## config.mk

```make
export PLATFORM = sky130hd
export DESIGN_NAME = ac_fan_driver_flat
export DESIGN_NICKNAME = d
export VERILOG_FILES = /design/src/rtl/ac_fan_driver_if.sv /design/src/rtl/ac_fan_driver.sv /design/src/flat_wrapper.sv
export SDC_FILE = /design/constraint.sdc
export NUM_CORES = 1
export LEC_CHECK = 0
export CORE_MARGIN = 5
export CORE_UTILIZATION = 23
export DETAILED_ROUTE_END_ITERATION = 8
export PLACE_DENSITY = 0.38
export RECOVER_POWER = 25
export SYNTH_ARGS = -nofsm -noshare
export SYNTH_HDL_FRONTEND = slang
export SYNTH_SLANG_ARGS = --single-unit
```

## constraint.sdc

```tcl
create_clock -name clk -period 2.6 [get_ports clk]
set_input_delay 0.78 -clock clk [delete_from_list [all_inputs] [get_ports clk]]
set_output_delay 0.78 -clock clk [all_outputs]
set_load 0.02 [all_outputs]
```

## src/rtl/ac_fan_driver_if.sv

```systemverilog
// rtl/ac_fan_driver_if.sv - command/drive signal bundle between AC controller and fan driver
interface ac_fan_driver_if;
  logic [2:0] fan_speed;
  logic [7:0] fan_heat;
  logic [6:0] temperature;
  logic       fan_pwm;
  logic [2:0] speed_actual;
  logic       ramping;
  logic       compressor_on;

  modport master (
    output fan_speed, fan_heat, temperature,
    input  fan_pwm, speed_actual, ramping, compressor_on
  );

  modport slave (
    input  fan_speed, fan_heat, temperature,
    output fan_pwm, speed_actual, ramping, compressor_on
  );
endinterface

```

## src/rtl/ac_fan_driver.sv

```systemverilog
// rtl/ac_fan_driver.sv - fan PWM speed-ramp driver with compressor anti-short-cycle lockout
module ac_fan_driver #(
  parameter int PWM_PERIOD     = 100,
  parameter int RAMP_PERIODS   = 4,
  parameter int MIN_OFF_CYCLES = 200
) (
  input logic            clk,
  input logic            reset,
  ac_fan_driver_if.slave bus
);
  localparam int PW = (PWM_PERIOD > 1) ? $clog2(PWM_PERIOD) : 1;
  localparam int DW = $clog2(PWM_PERIOD + 1);
  localparam int RW = (RAMP_PERIODS > 1) ? $clog2(RAMP_PERIODS) : 1;
  localparam int LW = (MIN_OFF_CYCLES > 1) ? $clog2(MIN_OFF_CYCLES) : 1;

  localparam logic [PW-1:0] PWM_LAST  = PW'(PWM_PERIOD - 1);
  localparam logic [DW-1:0] QUARTER   = DW'(PWM_PERIOD / 4);
  localparam logic [RW-1:0] RAMP_LAST = RW'(RAMP_PERIODS - 1);
  localparam logic [LW-1:0] LOCK_LOAD = LW'(MIN_OFF_CYCLES - 1);

  typedef enum logic [1:0] {OFF, RUN, LOCKOUT} comp_state_t;

  comp_state_t   state, state_next;
  logic [PW-1:0] pwm_cnt;
  logic [RW-1:0] ramp_cnt;
  logic [LW-1:0] lock_cnt, lock_next;
  logic [2:0]    speed_actual, target;
  logic [DW-1:0] duty;
  logic          fan_pwm, compressor_on, compressor_next;
  logic          period_end, req;

  assign target     = (bus.fan_speed > 3'd4) ? 3'd4 : bus.fan_speed;
  assign period_end = (pwm_cnt == PWM_LAST);
  assign duty       = DW'(speed_actual) * QUARTER;
  assign req        = (speed_actual != 3'd0) && (bus.fan_heat < {1'b0, bus.temperature});

  assign bus.fan_pwm       = fan_pwm;
  assign bus.speed_actual  = speed_actual;
  assign bus.ramping       = (speed_actual != target);
  assign bus.compressor_on = compressor_on;

  always_ff @(posedge clk or negedge reset) begin
    if (!reset) begin
      pwm_cnt <= '0;
      fan_pwm <= 1'b0;
    end else begin
      pwm_cnt <= period_end ? '0 : pwm_cnt + PW'(1);
      fan_pwm <= (DW'(pwm_cnt) < duty);
    end
  end

  // Speed only moves at a period end, so every PWM period is a whole pulse.
  always_ff @(posedge clk or negedge reset) begin
    if (!reset) begin
      ramp_cnt     <= '0;
      speed_actual <= 3'd0;
    end else if (speed_actual == target) begin
      ramp_cnt <= '0;
    end else if (period_end) begin
      if (ramp_cnt == RAMP_LAST) begin
        ramp_cnt     <= '0;
        speed_actual <= (target > speed_actual) ? speed_actual + 3'd1 : speed_actual - 3'd1;
      end else begin
        ramp_cnt <= ramp_cnt + RW'(1);
      end
    end
  end

  always_ff @(posedge clk or negedge reset) begin
    if (!reset) begin
      state         <= OFF;
      lock_cnt      <= '0;
      compressor_on <= 1'b0;
    end else begin
      state         <= state_next;
      lock_cnt      <= lock_next;
      compressor_on <= compressor_next;
    end
  end

  // Requests are ignored during LOCKOUT to protect the compressor from short cycling.
  always_comb begin
    state_next      = state;
    lock_next       = lock_cnt;
    compressor_next = compressor_on;
    case (state)
      OFF: begin
        if (req) begin
          state_next      = RUN;
          compressor_next = 1'b1;
        end
      end
      RUN: begin
        if (!req) begin
          state_next      = LOCKOUT;
          compressor_next = 1'b0;
          lock_next       = LOCK_LOAD;
        end
      end
      LOCKOUT: begin
        compressor_next = 1'b0;
        if (lock_cnt == '0) state_next = OFF;
        else                lock_next  = lock_cnt - LW'(1);
      end
      default: begin
        state_next      = OFF;
        compressor_next = 1'b0;
      end
    endcase
  end
endmodule

```

## src/flat_wrapper.sv

```systemverilog
// flat-port wrapper written by rule: the top's interface ports become plain ports
module ac_fan_driver_flat 
#(
  parameter int PWM_PERIOD     = 100,
  parameter int RAMP_PERIODS   = 4,
  parameter int MIN_OFF_CYCLES = 200
)
  (clk, reset, bus_fan_speed, bus_fan_heat, bus_temperature, bus_fan_pwm, bus_speed_actual, bus_ramping, bus_compressor_on);
  ac_fan_driver_if bus_i ();
  input logic clk;
  input logic reset;
  input wire logic [$bits(bus_i.fan_speed)-1:0] bus_fan_speed;
  input wire logic [$bits(bus_i.fan_heat)-1:0] bus_fan_heat;
  input wire logic [$bits(bus_i.temperature)-1:0] bus_temperature;
  output wire logic [$bits(bus_i.fan_pwm)-1:0] bus_fan_pwm;
  output wire logic [$bits(bus_i.speed_actual)-1:0] bus_speed_actual;
  output wire logic [$bits(bus_i.ramping)-1:0] bus_ramping;
  output wire logic [$bits(bus_i.compressor_on)-1:0] bus_compressor_on;
  assign bus_i.fan_speed = bus_fan_speed;
  assign bus_i.fan_heat = bus_fan_heat;
  assign bus_i.temperature = bus_temperature;
  assign bus_fan_pwm = bus_i.fan_pwm;
  assign bus_speed_actual = bus_i.speed_actual;
  assign bus_ramping = bus_i.ramping;
  assign bus_compressor_on = bus_i.compressor_on;
  ac_fan_driver #(.PWM_PERIOD(PWM_PERIOD), .RAMP_PERIODS(RAMP_PERIODS), .MIN_OFF_CYCLES(MIN_OFF_CYCLES)) u_core (.clk(clk), .reset(reset), .bus(bus_i));
endmodule
```

**Yosys cells after proc, flatten, opt, wreduce, memory -nomap -nowiden**

Cells that the tools add are included.

- Output and inout port bits: 6
- Word-level logic and storage cells: 54
- Register bits: 24

- $add $sub $neg: 5
- Equal/unequal tests: 10
- Multiply operators: 1
- Muxes and demuxes: 16
- Reduce and logical (&&, ||, !) cells: 10
- Bitwise operators: 1
- Order comparisons: 4

Operators by type and width:

| operator | count |
|---|---|
| 8-bit two-way mux | 2 |
| 8-bit case mux with 2 select lines | 1 |
| 2-bit two-way mux | 6 |
| 3-bit AND reduction | 3 |
| 8-bit zero test | 1 |
| 8-bit by 7-bit < comparator with 1-bit output | 1 |
| 8-bit by 1-bit subtractor with 8-bit output, second input constant | 1 |
| 7-bit by 1-bit adder with 7-bit output, second input constant | 1 |
| 7-bit == test, second input constant | 1 |
| 7-bit < comparator | 1 |
| 3-bit by 5-bit multiplier with 7-bit output, second input constant | 1 |
| 7-bit two-way mux | 1 |
| 3-bit two-way mux | 2 |
| 2-bit case mux with 3 select lines | 1 |
| 2-bit == test, second input constant | 2 |
| 2-bit by 1-bit inequality test with 1-bit output, second input constant | 2 |
| 2-bit inequality test, second input constant | 2 |
| 2-bit nonzero test | 2 |
| 3-bit by 1-bit adder with 3-bit output, second input constant | 1 |
| 3-bit == test | 1 |
| 3-bit > comparator | 1 |
| 3-bit > comparator, second input constant | 1 |
| 3-bit inequality test | 1 |
| 3-bit nonzero test | 1 |
| other kinds (9) | 10 |

**Logic depth before layout (Yosys ltp)**

- Word-level depth: 5
- Mapped depth: 9

**Worst setup path after synthesis**

OpenSTA, ideal clock, no wires.

- Path kind: input to register
- Start: in bus_fan_speed[1]
- End: reg u_core.speed_actual[2] (netlist: u_core.bus.speed_actual[2])
- Arrival: 2.620 ns
- Cell stages on the path: 8
- Path slack: -0.100 ns
- Library setup time: 0.080 ns
- Required time: 2.520 ns
- Cells stage by stage: nor2b_1 > ha_1 > nand3_1 > o21ai_0 > fa_1 > or3_1 > a21oi_1 > xnor2_1

- Longest elaborated chain between the ends: 5
- Elaborated cells on any way between the ends: 7
- Those cells by class: order compare (2); eq/ne (1); mux (2); bitwise (1); reduce/logical (1)

Ends and longest elaborated chain:

| item | line | RTL |
|---|---|---|
| start, declared | flat_wrapper.sv:12 | `input wire logic [$bits(bus_i.fan_speed)-1:0] bus_fan_speed;` |
| 3-bit > comparator | ac_fan_driver.sv:32 | `assign target = (bus.fan_speed > 3'd4) ? 3'd4 : bus.fan_speed;` |
| 3-bit two-way mux (*) | ac_fan_driver.sv:32 |  |
| parallel branches: the longest is 3 deep, another holds 3-bit > comparator | -- |  |
| end signal, assigned | ac_fan_driver.sv:62 | `speed_actual <= (target > speed_actual) ? speed_actual + 3'd1 : speed_actual - 3'd1;` |
| end, declared | ac_fan_driver.sv:27 | `logic [2:0] speed_actual, target;` |

Mark *: on every way between the ends.
A chain may end at the register's enable or synchronous reset.

**Worst setup path in the final report**

- Start: in bus_fan_speed[0]
- End: out bus_ramping

- Longest elaborated chain between the ends: 3

Ends and longest elaborated chain:

| item | line | RTL |
|---|---|---|
| 3-bit > comparator | ac_fan_driver.sv:32 |  |
| 3-bit two-way mux (*) | ac_fan_driver.sv:32 |  |
| 3-bit inequality test (*) | ac_fan_driver.sv:39 | `assign bus.ramping = (speed_actual != target);` |
| end, declared | flat_wrapper.sv:17 | `output wire logic [$bits(bus_i.ramping)-1:0] bus_ramping;` |

Mark *: on every way between the ends. The rest lies on a longest branch, timed or not.

==> impl_metrics.yaml <==
run_status:
  status: "complete, no violations"
finish:
  n_antenna_cell: 0
  fin_nets: 262
  fillCellCount: 790
  area_growth_pct: 32.0
  drive_gt1_share_pct: 16.6
detailed_routing:
  ant_nets: 0
  drc: 0
  drt_iter0_markers: 35
  vias_per_cell: 4.51
  wl_per_cell_um: 12.6
  wl_mm: 3.98
  vias: 1424
  firstDrtPassIters: 4
timing:
  final_hold_viol_count: 0
  worst_slew_pin_slew_ps: 1360
  setup_tns_ps: 0
  timing.fmax_mhz: 385
  report.final.slew_viol_count: 0
  final.setup_skew_ps: 1.84
  setup-violations-final: 0
  relSlewSlack_pct: 9.20
  finalCritPeriodShare_pct: 99.8
  hold_slack_ps: 547
  fin_crit_ps: 2600
  rsz0062_at_grt: "yes"
critical_path:
  r2r_end: "u_core.bus.speed_actual[2]"
  rrSetupSlack_ps: 430
  end_kind: "primary output"
  crit_fanout: 2
  reg2regPathDepth: 9
  crit_arrival_ps: 1820
  crit_type: "in -> out"
  required_ps: 1820
  r2r_start: "u_core.bus.speed_actual[2]"
  startpoint_type: "input pin"
floorplanning:
  die_x_um: 96.8
  die_h_um: 96.8
  dieArea_sq_um: 9360
  num_rows: 31
  core-area_sq_um: 7290
  initial_core_util_pct: 23.7
  io-pin-count: 26
clock_tree:
  clkTransAtPathRegs_ps: 90
  cts_buffer_depth: 2
  numCtsBuffers: 3
  htreeDepth: 1
  cts_tree: "built"
  numClockSinks: 24
  clock-root-buffer: "clkbuf_8"
  clk-insertion-delay-late_ps: 270
synth:
  synth_seq_area_share_pct: 34.7
  synthesis.instances: 177
  ys_warn_count: 0
  postSynthAreaPerCell_sq_um: 9.78
  async_flop_share_pct: 100
  syn_area_sq_um: 1730
  synth_fp_nets: 221
  yosysUniqueCellTypes: 45
  ys_seq_elements: 24
  synth_ff_type: "dfrtp_1"
  synth-edff-count: 0
min_path:
  worstHoldEndpoint: "u_core.pwm_cnt[0]"
  worstHoldStart: "u_core.pwm_cnt[0]"
  min_path_type: "reg -> reg"
  whs_path_depth: 1
job:
  maxCapViolCount: 0
global_routing:
  grt_pass1_vias: 1481
  grt_pass1_wl_mm: 6.87
  grt_use_total_pct: 8.71
  grt_overflow: 0
  antenna_found_initial: 0
  grt_max_degree: 25
power_and_ir_drop:
  pwr_density_cell_nw_per_um2: 320
  ir_drop_mv: 0.182
  leakage_nw: 0.970
  power.total_mw: 0.731
placed_design:
  dp_hpwl_mm: 3.04
  portBuffers: 25
  gp_congestion: 0.736
per-stage QoR:
step / cell area (sq um) / setup slack (ps) / utilization, % / cells
finish: 2290 / 4.54 / 31.3 / 316
global route: 2290 / -33.0 / 31.3 / 316
CTS: 2240 / -13.5 / 30.7 / 314
detailed placement: 2180 / -573 / 29.9 / 309
global placement: 2180 / -566 / 29.9 / 309
floorplan: 1740 / 21.7 / - / 177
report_power, final:
part | total, mW | leakage [nW] | switching, mW | internal [mW]
logic | 0.0902 | 0.661 | 0.0366 | 0.0536
registers | 0.373 | 0.280 | 0.00000000880 | 0.373
clock network | 0.268 | 0.0288 | 0.132 | 0.136
total | 0.731 | 0.970 | 0.169 | 0.562
how the worst max path moves through the flow:
stage / slack, ps / cells after the start / to / from
2_1_floorplan: 20 / 9 / u_core.bus.speed_actual[2] / bus_fan_speed[1]
3_3_place_gp: -570 / 5 / bus_ramping / bus_fan_speed[2]
3_5_place_dp: -570 / 5 / bus_ramping / bus_fan_speed[2]
4_1_cts: -10 / 5 / bus_ramping / bus_fan_speed[0]
5_1_grt: -30 / 5 / bus_ramping / bus_fan_speed[0]
6_report: 5 / 5 / bus_ramping / bus_fan_speed[0]
routing by layer:
metal | vias to the layer above | routed length, um | track usage (%)
li1 | 723 | - | -
met1 | 674 | 1860 | 11.0
met2 | 23 | 1950 | 15.0
met3 | 4 | 132 | 2.09
met4 | 0 | 38 | 1.94
met5 | - | 0 | 0
synthesized netlist by cell type (all sizes together) (2+ instances only):
library cell / n / area (sq um)
dfrtp: 24 / 601
nor3: 2 / 10.0
o21a: 2 / 15.0
nand3: 10 / 50.1
nand2: 4 / 15.0
mux2i: 4 / 40.0
buf: 4 / 28.8
and3: 4 / 30.0
a41oi: 2 / 17.5
inv: 18 / 67.6
nor4: 4 / 46.3
a211oi: 4 / 30.0
xor2: 2 / 17.5
a311oi: 2 / 17.5
nor2b: 2 / 12.5
a21o: 3 / 22.5
nor2: 12 / 45.0
xnor2: 7 / 61.3
o21ai: 8 / 40.0
ha: 23 / 288
a21oi: 12 / 60.1
nand2b: 7 / 53.8
a31oi: 4 / 31.3
worst max-delay path, cell delays in order:
cell and delay [ps]:
clkdlybuf4s50_1 450, nand2b_1 90, ha_4 290, nand3_2 70, buf_6 140
cells in the final DEF (no fill, tap or decap), types with 3 or more instances in the layout:
| master | n |
|---|---|
| inv_1 | 18 |
| clkbuf_8 | 4 |
| dfrtp_1 | 24 |
| mux2i_1 | 4 |
| a21oi_1 | 11 |
| and3_1 | 3 |
| a31oi_1 | 3 |
| clkdlybuf4s50_1 | 21 |
| a21o_1 | 3 |
| nand2_1 | 4 |
| nand2b_1 | 5 |
| ha_1 | 22 |
| nor2_1 | 12 |
| a211oi_1 | 4 |
| o21ai_0 | 5 |
| xnor2_1 | 7 |
| buf_4 | 14 |
| nand3_1 | 9 |
kinds of logic after synthesis:
logic type | after synthesis | synth area share (%)
flip-flops | 24 | 34.7
AO/OA/AOI/OAI | 42 | 16.1
adder cells (fa/ha/maj) | 24 | 17.8
buffers and inverters | 22 | 5.56
multiplexers | 5 | 2.96
XOR/XNOR | 9 | 4.55
AND/OR/NAND/NOR | 51 | 18.4
registers in the layout, indices dropped and copies added, names as in the netlist:
register,count
u_core.bus.compressor_on,1
u_core.bus.speed_actual,3
u_core.ramp_cnt,2
u_core.pwm_cnt,7
u_core.lock_cnt,8
u_core.state,2
u_core.bus.fan_pwm,1
cell type report:
cell class                 instances  area (sq um)  area share [%]
clock buffer                       4          55.1            2.41
inverter                          18          67.6            2.96
multi-input combinational        131          1080            47.3
sequential                        24           601            26.3
tap                               99           124            5.42
timing repair buffer              40           358            15.7
timing repair:
action | CTS | global route
gates resized for setup | 7 | 7
setup endpoints to repair | 3 | 3
hold buffers | 0 | 0
setup buffers | 1 | 2
pin swaps | 7 | 4
hold endpoints to repair | 0 | 0
Power figures use the tool's default switching activity.
